File: src/rtl/r2w_pkg.sv
// r2w_pkg: shared pointer type and Gray/binary/popcount helpers for r2w_ptr_sync_status.
// Helpers work on zero-extended 32-bit values. Zero extension does not change the
// Gray decode, the Gray encode or the popcount, so any pointer width up to 32 can use them.
package r2w_pkg;
    localparam int ADDRSIZE = 4;
    typedef logic [ADDRSIZE:0] ptr_t;

    function automatic logic [31:0] gray2bin(logic [31:0] g);
        logic [31:0] b;
        for (int i = 0; i < 32; i++) b[i] = ^(g >> i);
        return b;
    endfunction

    function automatic logic [31:0] bin2gray(logic [31:0] b);
        return b ^ (b >> 1);
    endfunction

    function automatic int popcount(logic [31:0] v);
        int n;
        n = 0;
        for (int i = 0; i < 32; i++) n += int'(v[i]);
        return n;
    endfunction
endpackage

File: src/rtl/r2w_ptr_sync_status_sync_chain.sv
// sync_chain: multi-flop synchroniser, kept as its own module so timing constraints can target it.
// Ports: wclk (clock), rst (async active-low reset), d (async input), q (last stage).
module sync_chain #(
    parameter int WIDTH  = 5,
    parameter int STAGES = 2
) (
    input  logic             wclk,
    input  logic             rst,
    input  logic [WIDTH-1:0] d,
    output logic [WIDTH-1:0] q
);
    logic [WIDTH-1:0] r_stage [STAGES];

    always_ff @(posedge wclk or negedge rst) begin
        if (!rst) begin
            for (int i = 0; i < STAGES; i++) r_stage[i] <= '0;
        end else begin
            r_stage[0] <= d;
            for (int i = 1; i < STAGES; i++) r_stage[i] <= r_stage[i-1];
        end
    end

    assign q = r_stage[STAGES-1];
endmodule

File: src/rtl/r2w_ptr_sync_status.sv
// r2w_ptr_sync_status: synchronises the read Gray pointer into wclk and derives fill level and flags.
// Ports: wclk, rst (async active-low), graycode_rptr (read-domain Gray pointer), wptr_bin (local
// write pointer), rptr_sync_gray, rptr_bin, fill_level, full, almost_full, rptr_adv, gray_err.
// Optional macro GRAY_CHECK_EN adds a sticky checker for multi-bit steps of the synchronised pointer.
module r2w_ptr_sync_status
    import r2w_pkg::*;
#(
    parameter int ADDRSIZE  = 4,
    parameter int STAGES    = 2,
    parameter int AF_THRESH = (1 << ADDRSIZE) - 2
) (
    input  logic              wclk,
    input  logic              rst,
    input  logic [ADDRSIZE:0] graycode_rptr,
    input  logic [ADDRSIZE:0] wptr_bin,
    output logic [ADDRSIZE:0] rptr_sync_gray,
    output logic [ADDRSIZE:0] rptr_bin,
    output logic [ADDRSIZE:0] fill_level,
    output logic              full,
    output logic              almost_full,
    output logic              rptr_adv,
    output logic              gray_err
);
    localparam int PW    = ADDRSIZE + 1;
    localparam int DEPTH = 1 << ADDRSIZE;

    if (STAGES < 2 || STAGES > 4) begin : g_bad_stages
        $error("r2w_ptr_sync_status: STAGES must be 2..4");
    end
    if (AF_THRESH < 1 || AF_THRESH > DEPTH) begin : g_bad_thresh
        $error("r2w_ptr_sync_status: AF_THRESH must be 1..DEPTH");
    end

    logic [ADDRSIZE:0] w_dec;
    logic [ADDRSIZE:0] w_level;

    sync_chain #(.WIDTH(PW), .STAGES(STAGES)) u_sync (
        .wclk (wclk),
        .rst  (rst),
        .d    (graycode_rptr),
        .q    (rptr_sync_gray)
    );

    // Level and flags use the pre-register decode so they stay coherent with rptr_bin.
    assign w_dec   = PW'(gray2bin(32'(rptr_sync_gray)));
    assign w_level = wptr_bin - w_dec;

    always_ff @(posedge wclk or negedge rst) begin
        if (!rst) begin
            rptr_bin    <= '0;
            fill_level  <= '0;
            full        <= 1'b0;
            almost_full <= 1'b0;
            rptr_adv    <= 1'b0;
        end else begin
            rptr_bin    <= w_dec;
            fill_level  <= w_level;
            // Illegal levels above DEPTH still report full rather than wrapping to not-full.
            full        <= 32'(w_level) >= DEPTH;
            almost_full <= 32'(w_level) >= AF_THRESH;
            rptr_adv    <= w_dec != rptr_bin;
        end
    end

`ifdef GRAY_CHECK_EN
    logic [ADDRSIZE:0] r_prev;
    logic              r_primed;

    // r_primed skips the first post-reset edge, where r_prev has no valid history yet.
    always_ff @(posedge wclk or negedge rst) begin
        if (!rst) begin
            r_prev   <= '0;
            r_primed <= 1'b0;
            gray_err <= 1'b0;
        end else begin
            r_prev   <= rptr_sync_gray;
            r_primed <= 1'b1;
            if (r_primed && popcount(32'(r_prev ^ rptr_sync_gray)) > 1) gray_err <= 1'b1;
        end
    end
`else
    assign gray_err = 1'b0;
`endif
endmodule

File: config.mk
export PLATFORM = sky130hd
export DESIGN_NAME = r2w_ptr_sync_status
export DESIGN_NICKNAME = d
export VERILOG_FILES = /design/src/rtl/r2w_pkg.sv /design/src/rtl/r2w_ptr_sync_status_sync_chain.sv /design/src/rtl/r2w_ptr_sync_status.sv
export SDC_FILE = /design/constraint.sdc
export NUM_CORES = 1
export LEC_CHECK = 0
export CAP_MARGIN = 20
export CELL_PAD_IN_SITES_DETAIL_PLACEMENT = 1
export CELL_PAD_IN_SITES_GLOBAL_PLACEMENT = 1
export CORE_UTILIZATION = 35
export CTS_CLUSTER_SIZE = 14
export DETAILED_ROUTE_END_ITERATION = 16
export PLACE_DENSITY = 0.76
export SYNTH_ARGS = -nofsm -noshare
export SYNTH_HDL_FRONTEND = slang
export SYNTH_SLANG_ARGS = --single-unit
File: constraint.sdc
create_clock -name wclk -period 3.7 [get_ports wclk]
set_clock_uncertainty 0.2 [all_clocks]
set_input_delay 0.555 -clock wclk [delete_from_list [all_inputs] [get_ports wclk]]
set_output_delay 0.555 -clock wclk [all_outputs]
set_load 0.03 [all_outputs]
# After elaboration in Yosys (flattened, before gate mapping)
# Cells that the tools add are included.
totals:
  output_inout_bits: 19
  inputBits: 12
  reg_bits: 23
op_classes:
  n_reduce_logical: 5
  order_cmp: 2
  n_addsub: 1
  eq_ne: 1
ops:
  columns: ["operator", "n"]
  rows:
  - ["$reduce_xor 32->1", 5]
  - ["$ge 5x4->1 const B", 1]
  - ["$ge 5x5->1 const B", 1]
  - ["$ne 5x5->1", 1]
  - ["$sub 5x5->5", 1]

# Logic depth before layout (Yosys ltp)
# Gate-level depths: netlist of run 1.
depth:
  ltp_word: 3
  mapped_depth: 12
  depth_no_buf: 11

# By module
# From an unflattened synthesis of run 1, not the netlist that was laid out.
unflattened:
  hier_cells: 70
  hier_area_um2: 919.6
modules_own_cells:
  columns: ["module", "cells_each", "area_each_um2", "seq_area_each_um2", "n_inst"]
  rows:
  - ["r2w_ptr_sync_status", 55, 631.9, 300.3, 1]
  - ["sync_chain", 15, 287.8, 250.2, 1]

# Worst setup path after synthesis of run 1
# Ideal clock, no wire load.
synth_timing:
  path_type: "reg-to-reg"
  start: "reg u_sync.r_stage (netlist bit u_sync.q[4])"
  end: "reg almost_full"
  arrival_time_ns: 2.373
  setup_slack_ns: 1.007
  path_stages_with_launch: 13
  n_path_buf: 1
  setup_ns: 0.120
  period_less_slack_ns: 2.693
  path_cell_list: "dfrtp_1 -> buf_2 -> xnor2_2 -> inv_4 -> xnor2_4 -> xor2_1 -> ha_1 -> fa_1 -> inv_1 -> a21o_1 -> a21oi_1 -> xnor2_1 -> a31o_2"
synth_via:
  elab_chain_len: 3
  elab_cells_between_ends: 7
synth_rtl:
  columns: ["item", "line", "text"]
  rows:
  - ["start: declaration", "r2w_ptr_sync_status_sync_chain.sv:12", "logic [WIDTH-1:0] r_stage [STAGES];"]
  - ["$reduce_xor 32->1", "r2w_pkg.sv:10", "for (int i = 0; i < 32; i++) b[i] = ^(g >> i);"]
  - ["via w_dec[3]", "r2w_ptr_sync_status.sv:34", "logic [ADDRSIZE:0] w_dec;"]
  - ["$sub 5x5->5", "r2w_ptr_sync_status.sv:46", "assign w_level = wptr_bin - w_dec;"]
  - ["via w_level[4]", "r2w_ptr_sync_status.sv:35", "logic [ADDRSIZE:0] w_level;"]
  - ["$ge 5x4->1", "r2w_ptr_sync_status.sv:60", "almost_full <= 32'(w_level) >= AF_THRESH;"]
  - ["end signal: assignment", "r2w_ptr_sync_status.sv:53", "almost_full <= 1'b0;"]
  - ["end signal: assignment", "r2w_ptr_sync_status.sv:60", null]
  - ["end: declaration", "r2w_ptr_sync_status.sv:20", "output logic almost_full,"]
# The timed path passes the listed nets, and every way through them passes these cells.

# Worst setup path in the final report of run 1
# Ends and elaborated chain as after synthesis.

==> PnR_summary.wiki, run 1 <==
{| class="wikitable"
! Metric !! Value
|-
| Cts repair resizes || 0
|-
| Most frequently used cell type in the post-synthesis netlist || dfrtp_1
|-
| Post-DP HPWL || 1230 um
|-
| Synth area leaders || dfrtp_1 59%, xnor2_4 5.6%, xnor2_1 5.4%
|-
| Filler Cells Inserted || 269
|-
| Most used routing layer || met2
|-
| Sequential fraction of the synthesis area || 58.7%
|-
| H-tree levels || 1
|-
| Synth top area share || 58.7%
|-
| Cell depth of the worst min-delay path || 0
|-
| Number of violations reported at the end of detailed-routing iteration 0 || 0
|-
| Clock root buffer || clkbuf_4
|-
| Worst path required time || 3.70 ns
|-
| Via density || 4.46
|-
| Highest Clock Rate || 342 MHz
|-
| Maximum buffer depth of the clock tree || 2
|-
| Vias in the first global route || 601
|-
| Leakage || 0.584 nW
|-
| Largest net degree at the start of global routing || 24
|-
| List of most frequent post-synthesis cells || 23 x dfrtp_1, 8 x inv_1, 6 x buf_4, 6 x xnor2_1, 4 x ha_1
|-
| Synth Cell Area || 980 um^2
|-
| Element type at the critical path start || flop
|-
| Headroom to the max-slew limit || 62.2%
|-
| Number of register bits inferred by synthesis || 23
|-
| Met1 layer usage reported by global route || 11.8%
|-
| Final number of max-transition violations || 0
|-
| GPL Wtd Cong || 0.646
|-
| Fraction of the cycle the final worst path needs || 79.1%
|-
| Antenna-violating nets left || 0
|-
| Met2 track demand over resource || 23.7%
|-
| Path depth of the worst reg2reg path || 11
|-
| Clock tree from TritonCTS || yes
|-
| Setup repair after global routing missed its margin || false
|-
| Arrival @ worst endpoint || 2.93 ns
|-
| First-pass detailed-route iteration total || 1
|-
| Count of cell types in the netlist || 24
|-
| Area of the die || 3010 um^2
|-
| Shortest clock period the worst path allows after layout || 2.93 ns
|-
| Overall routing resource usage || 12.5%
|-
| Clock sink total || 23
|-
| Clk_lat worst skew || 0.31 ns
|-
| Synth-to-Final Area Change || 32.7%
|-
| Maximum fanout along the worst path || 8
|-
| Total setup buffers inserted after CTS || 0
|-
| Area of all placed cells without fillers || 1300 um^2
|-
| Synth Warn # || 0
|-
| GR Layer Usage met3 || 5.74%
|-
| Number of antenna violations at the first check in global routing || 0
|-
| Synthesized area divided by synthesized cell count || 13.4 um^2
|-
| Inserted Clock Buffers || 3
|-
| Wire length of the first global-routing pass || 2530 um
|-
| Fraction of synthesis flops using an asynchronous set or reset pin || 100%
|-
| CP Capture Type || flop
|-
| Clock-pin transition on the worst setup and hold timing paths || 0.13 ns
|-
| Overall die width || 54.9 um
|-
| Maximum resistive drop on vdd || 0.000308 V
|-
| Antenna diode count || 0
|-
| Initial cell density of the core || 38.2%
|-
| Routed WL || 1570 um
|-
| Count of mapped cells out of synthesis || 73
|-
| Worst-margin pin slew || 0.566 ns
|-
| Ratio of cells with drive above 1 in the final layout || 11.0%
|-
| Die outline height || 54.9 um
|-
| Post-placement cell area || 1260 um^2
|-
| # setup viols final || 0
|-
| Type of the worst setup path || reg2reg
|-
| Post-layout nets || 118
|-
| Wire length per cell after detailed routing || 12.1 um
|-
| Row count || 18
|-
| Post-route setup TNS || 0 ns
|-
| Vias || 580
|-
| I/O pins || 31
|-
| Pwr Density || 540 nW/um^2
|-
| Number of max-capacitance violations reported || 0
|-
| Number of DRC violations after detailed routing || 0
|-
| Total overflow reported by the global router || 0
|-
| Number of hold violations in the final report || 0
|-
| Number of enable flip-flop cells after synthesis || 0
|-
| Type of the worst min-delay path || reg2reg
|-
| CTS Hold Buffers Added || 0
|-
| Placeable core area || 2570 um^2
|-
| Most area-hungry cell type in the Yosys netlist || dfrtp_1
|-
| Most common flop cell mapped by yosys || dfrtp_1
|-
| Number of port buffers || 29
|-
| Nets in the synthesized netlist || 90
|-
| Status || finished, final reports clean
|}
kinds of logic after synthesis:
family	synth area share (%)
buffers and inverters	8.81
XOR/XNOR	15.3
other	0.383
adder cells (fa/ha/maj)	7.15
AND/OR/NAND/NOR	4.21
flip-flops	58.7
AO/OA/AOI/OAI	5.36
critical path, cell delays in order, from the launching register on:
cell	delay (ns)
dfrtp_1	0.50
xnor2_2	0.29
inv_4	0.08
xnor2_4	0.24
xor2_1	0.24
ha_1	0.24
fa_1	0.23
inv_1	0.05
a21o_1	0.16
a21oi_1	0.24
xnor2_1	0.12
a31o_2	0.22
path summary, 6_finish.rpt:
check	end	slack, ns	start
worst max register to register	almost_full	0.77	u_sync.q[4]
max in group asynchronous	u_sync.r_stage[5]	2.42	rst
worst max-delay path	almost_full	0.77	u_sync.q[4]
min in group asynchronous	rptr_bin[3]	0.39	rst
worst min register to register	u_sync.q[1]	0.17	u_sync.r_stage[6]
worst min-delay path	u_sync.q[1]	0.17	u_sync.r_stage[6]
state kept, by name, indices dropped and copies added (netlist names):
signal / cells
u_sync.q: 5
almost_full: 1
full: 1
rptr_adv: 1
fill_level: 5
rptr_bin: 5
u_sync.r_stage: 5
routing by layer:
layer,share of wire [%],up-vias
li1,-,276
met1,41,280
met2,51,22
met3,7.1,2
met4,0.64,0
met5,0,-
layout make-up:
type	instances	area (um^2)	area share, %
flip-flops and latches	23	576	44.3
multi-input cells	34	318	24.4
repair buffers	30	305	23.5
well taps	30	37.5	2.89
inverters	9	36.3	2.79
clock buffers	3	22.5	1.73
clock inverters	1	5.00	0.385
cells in the final DEF (no fill, tap or decap):
cell	instances
nor2_1	1
nand2_1	2
xor2_1	3
inv_1	8
clkinv_2	1
nand3_1	1
nor3_1	1
ha_1	4
inv_4	1
xnor2_4	2
and3_1	2
a21o_1	2
conb_1	1
fa_1	1
clkdlybuf4s50_1	29
clkbuf_4	3
o22ai_1	1
or3_2	1
a31o_2	1
a211oi_1	1
xnor2_1	6
o21ai_0	1
xnor2_2	1
buf_8	1
a21oi_1	2
dfrtp_1	23
power breakdown:
group	switching, mW	internal (mW)	leakage (nW)
logic	0.152	0.125	0.301
clock network	0.0721	0.0403	0.0177
registers	0.0190	0.293	0.265
total	0.243	0.458	0.584
stage by stage:
step	cells	hold WS (ns)	utilization [%]	power [mW]	setup slack [ns]
floorplan	73	0.0594	-	0.487	1.01
global placement	125	0.132	49.0	0.592	0.882
detailed placement	125	0.138	49.0	0.597	0.777
CTS	129	0.173	50.0	0.715	0.722
global route	130	0.175	50.6	0.747	0.511
finish	130	0.168	50.6	0.702	0.773
Note: power is estimated with default switching activity, not from simulation.
==> run 2, diff against run 1 <==
clock period = 2.99 ns   (was 3.7 ns; I/O delays follow)
==> run 2 against run 1 <==
  * Sequential share of layout area is 0.79 points lower
  * First-iteration DRC count up 3
  * Sequential power increased by 25%
  * Global-route usage up 0.48 points
  * Critical path type unchanged
  * Critical endpoint unchanged
  * Highest routed layer unchanged
==> PnR_summary.wiki, run 2 (same netlist as run 1, synthesis figures left out) <==
{| class="wikitable"
! Metric !! Value
|-
| Status || finished, final reports clean
|-
| Highest Clock Rate || 361 MHz (+5.6%)
|-
| Arrival @ worst endpoint || 2.78 ns (-0.15 ns)
|-
| Overall die width || 54.9 um (unchanged)
|-
| Post-layout nets || 119 (+0.85%)
|-
| Setup repair after global routing missed its margin || false
|-
| Number of DRC violations after detailed routing || 0 (unchanged)
|-
| Share of total power in the clock network || 16.2% (+0.2 points)
|-
| GPL Wtd Cong || 0.686 (+6.2%)
|-
| Clock root buffer || clkbuf_4
|-
| Total setup buffers inserted after CTS || 0 (unchanged)
|-
| Final core area utilization || 51.6% (+0.93 points)
|-
| Total overflow reported by the global router || 0 (unchanged)
|-
| H-tree levels || 1 (unchanged)
|-
| Placeable core area || 2570 um^2 (unchanged)
|-
| Total power consumption of the routed design || 0.885 mW (+26%)
|-
| Overall routing resource usage || 13.0% (+0.48 points)
|-
| Number of antenna violations at the first check in global routing || 0 (unchanged)
|-
| Leakage || 0.594 nW (+1.8%)
|-
| Antenna diode count || 0 (unchanged)
|-
| Switching power || 0.314 mW (+29%)
|-
| Maximum buffer depth of the clock tree || 2 (unchanged)
|-
| # setup viols final || 0 (unchanged)
|-
| Inserted Clock Buffers || 3 (unchanged)
|-
| Maximum resistive drop on vdd || 0.000430 V (+40%)
|-
| Filler Cells Inserted || 277 (+3.0%)
|-
| Row count || 18 (unchanged)
|-
| CTS Hold Buffers Added || 0 (unchanged)
|-
| Final number of max-transition violations || 0 (unchanged)
|-
| Number of port buffers || 29 (unchanged)
|-
| Routed WL || 1730 um (+10%)
|-
| I/O pins || 31 (unchanged)
|-
| Number of violations reported at the end of detailed-routing iteration 0 || 3 (+3)
|-
| First-pass detailed-route iteration total || 2 (+1)
|-
| Antenna-violating nets left || 0 (unchanged)
|-
| Die outline height || 54.9 um (unchanged)
|-
| Worst slack after detailed placement || 0.139 ns (-0.638 ns)
|-
| Vias in the first global route || 591 (-1.7%)
|-
| Post-Route Hold Slack || 0.132 ns (-0.0367 ns)
|-
| Type of the worst min-delay path || in2async
|-
| Commonest non-fill, non-tap cell in the layout || clkdlybuf4s50_1
|-
| Maximum fanout along the worst path || 6 (-2)
|-
| Shortest clock period the worst path allows after layout || 2.77 ns (-0.155 ns)
|-
| Clock tree from TritonCTS || yes
|-
| Synth-to-Final Area Change || 35.1%
|-
| Type of the worst setup path || reg2reg
|-
| Number of hold violations in the final report || 0 (unchanged)
|-
| Clock-pin transition on the worst setup and hold timing paths || 0.13 ns (about the same)
|-
| Vias || 600 (+3.4%)
|-
| Pwr Density || 668 nW/um^2 (+24%)
|-
| Worst path setup slack after routing || 0.218 ns (-0.555 ns)
|-
| Commonest cells after routing, fill and taps aside || 29 x clkdlybuf4s50_1, 23 x dfrtp_1, 8 x inv_1
|-
| Ratio of cells with drive above 1 in the final layout || 12.9% (+1.9 points)
|-
| Clock sink total || 23 (unchanged)
|-
| Largest net degree at the start of global routing || 24 (unchanged)
|-
| Element type at the critical path start || flop
|-
| Initial cell density of the core || 38.2% (unchanged)
|-
| Power Internal || 0.571 mW (+25%)
|-
| Combinational share of power || 39.7% (+0.2 points)
|-
| Switching part of the total power || 35.5% (+0.81 points)
|-
| Fraction of power consumed by sequential logic || 44.0% (-0.5 points)
|-
| Post-route setup TNS || 0 ns (unchanged)
|-
| Wire length of the first global-routing pass || 2590 um (+2.4%)
|-
| Number of max-capacitance violations reported || 0 (unchanged)
|-
| Clk_lat worst skew || 0.31 ns (about the same)
|-
| Worst path required time || 3.00 ns (-0.70 ns)
|-
| CP Capture Type || flop
|-
| Via density || 4.58 (+2.7%)
|-
| Post-DP HPWL || 1260 um (+2.6%)
|-
| Fraction of the cycle the final worst path needs || 92.7% (+14 points)
|-
| Area of the die || 3010 um^2 (unchanged)
|-
| Wire length per cell after detailed routing || 13.2 um (+9.4%)
|}
==> run 2: per-layer routing <==
metal / GRT usage (%) / wire (um) / vias up
met1: 13.9 / 658 / 295
met4: 7.50 / 31 / 0
met2: 22.9 / 955 / 22
met5: 0 / 0 / -
met3: 3.28 / 89 / 4
li1: - / - / 279
==> run 2: through the flow <==
stage | instances | instance area, um^2
floorplan | 73 | 980
global placement | 126 | 1260
detailed placement | 126 | 1260
CTS | 130 | 1290
global route | 131 | 1320
finish | 131 | 1320
==> run 2: final timing paths <==
check / slack (ns) / start / to / cells past startpoint
min reg2reg: 0.16 / u_sync.r_stage[7] / u_sync.q[2] / 0
min: 0.13 / rst / fill_level[1] / 1
max: 0.22 / u_sync.q[3] / almost_full / 11
max in group asynchronous: 2.11 / rst / u_sync.r_stage[7] / 2
min in group wclk: 0.16 / u_sync.r_stage[7] / u_sync.q[2] / 0
max reg2reg: 0.22 / u_sync.q[3] / almost_full / 11
==> run 2: final cells by class <==
class                      count  area [um^2]  share of cell area (%)
sequential                    23          576                    43.5
timing repair buffer          31          325                    24.6
multi-input combinational     34          322                    24.3
tap                           30         37.5                    2.84
inverter                       9         36.3                    2.74
clock buffer                   3         22.5                    1.70
clock inverter                 1         5.00                   0.378
==> run 2: critical path, cell delays in order, from the launching register on <==
cell	delay, ns
dfrtp_1	0.47
xnor2_2	0.28
inv_4	0.08
xnor2_4	0.24
xor2_1	0.22
ha_1	0.21
fa_1	0.21
inv_1	0.05
a21o_1	0.18
a21oi_2	0.18
xnor2_1	0.11
a31o_2	0.23
==> run 2: timing repair <==
item,4_1_cts,5_1_grt
hold endpoints to repair,0,0
endpoints found under the setup margin,0,1
resized for setup,0,1
==> run 2: power by group through the flow <==
| stage | sequential [mW] | combinational (mW) | clock [mW] |
|---|---|---|---|
| floorplan | 0.487 | 0.116 | 0 |
| global placement | 0.392 | 0.342 | 0 |
| detailed placement | 0.396 | 0.347 | 0 |
| CTS | 0.389 | 0.348 | 0.152 |
| global route | 0.395 | 0.381 | 0.162 |
| finish | 0.390 | 0.352 | 0.143 |
==> run 3, diff against run 2 <==
TNS_END_PERCENT = 1   (was not set)
==> results of run 3 <==
Same layout as run 2: the final DEF is identical, and so are final timing and power.
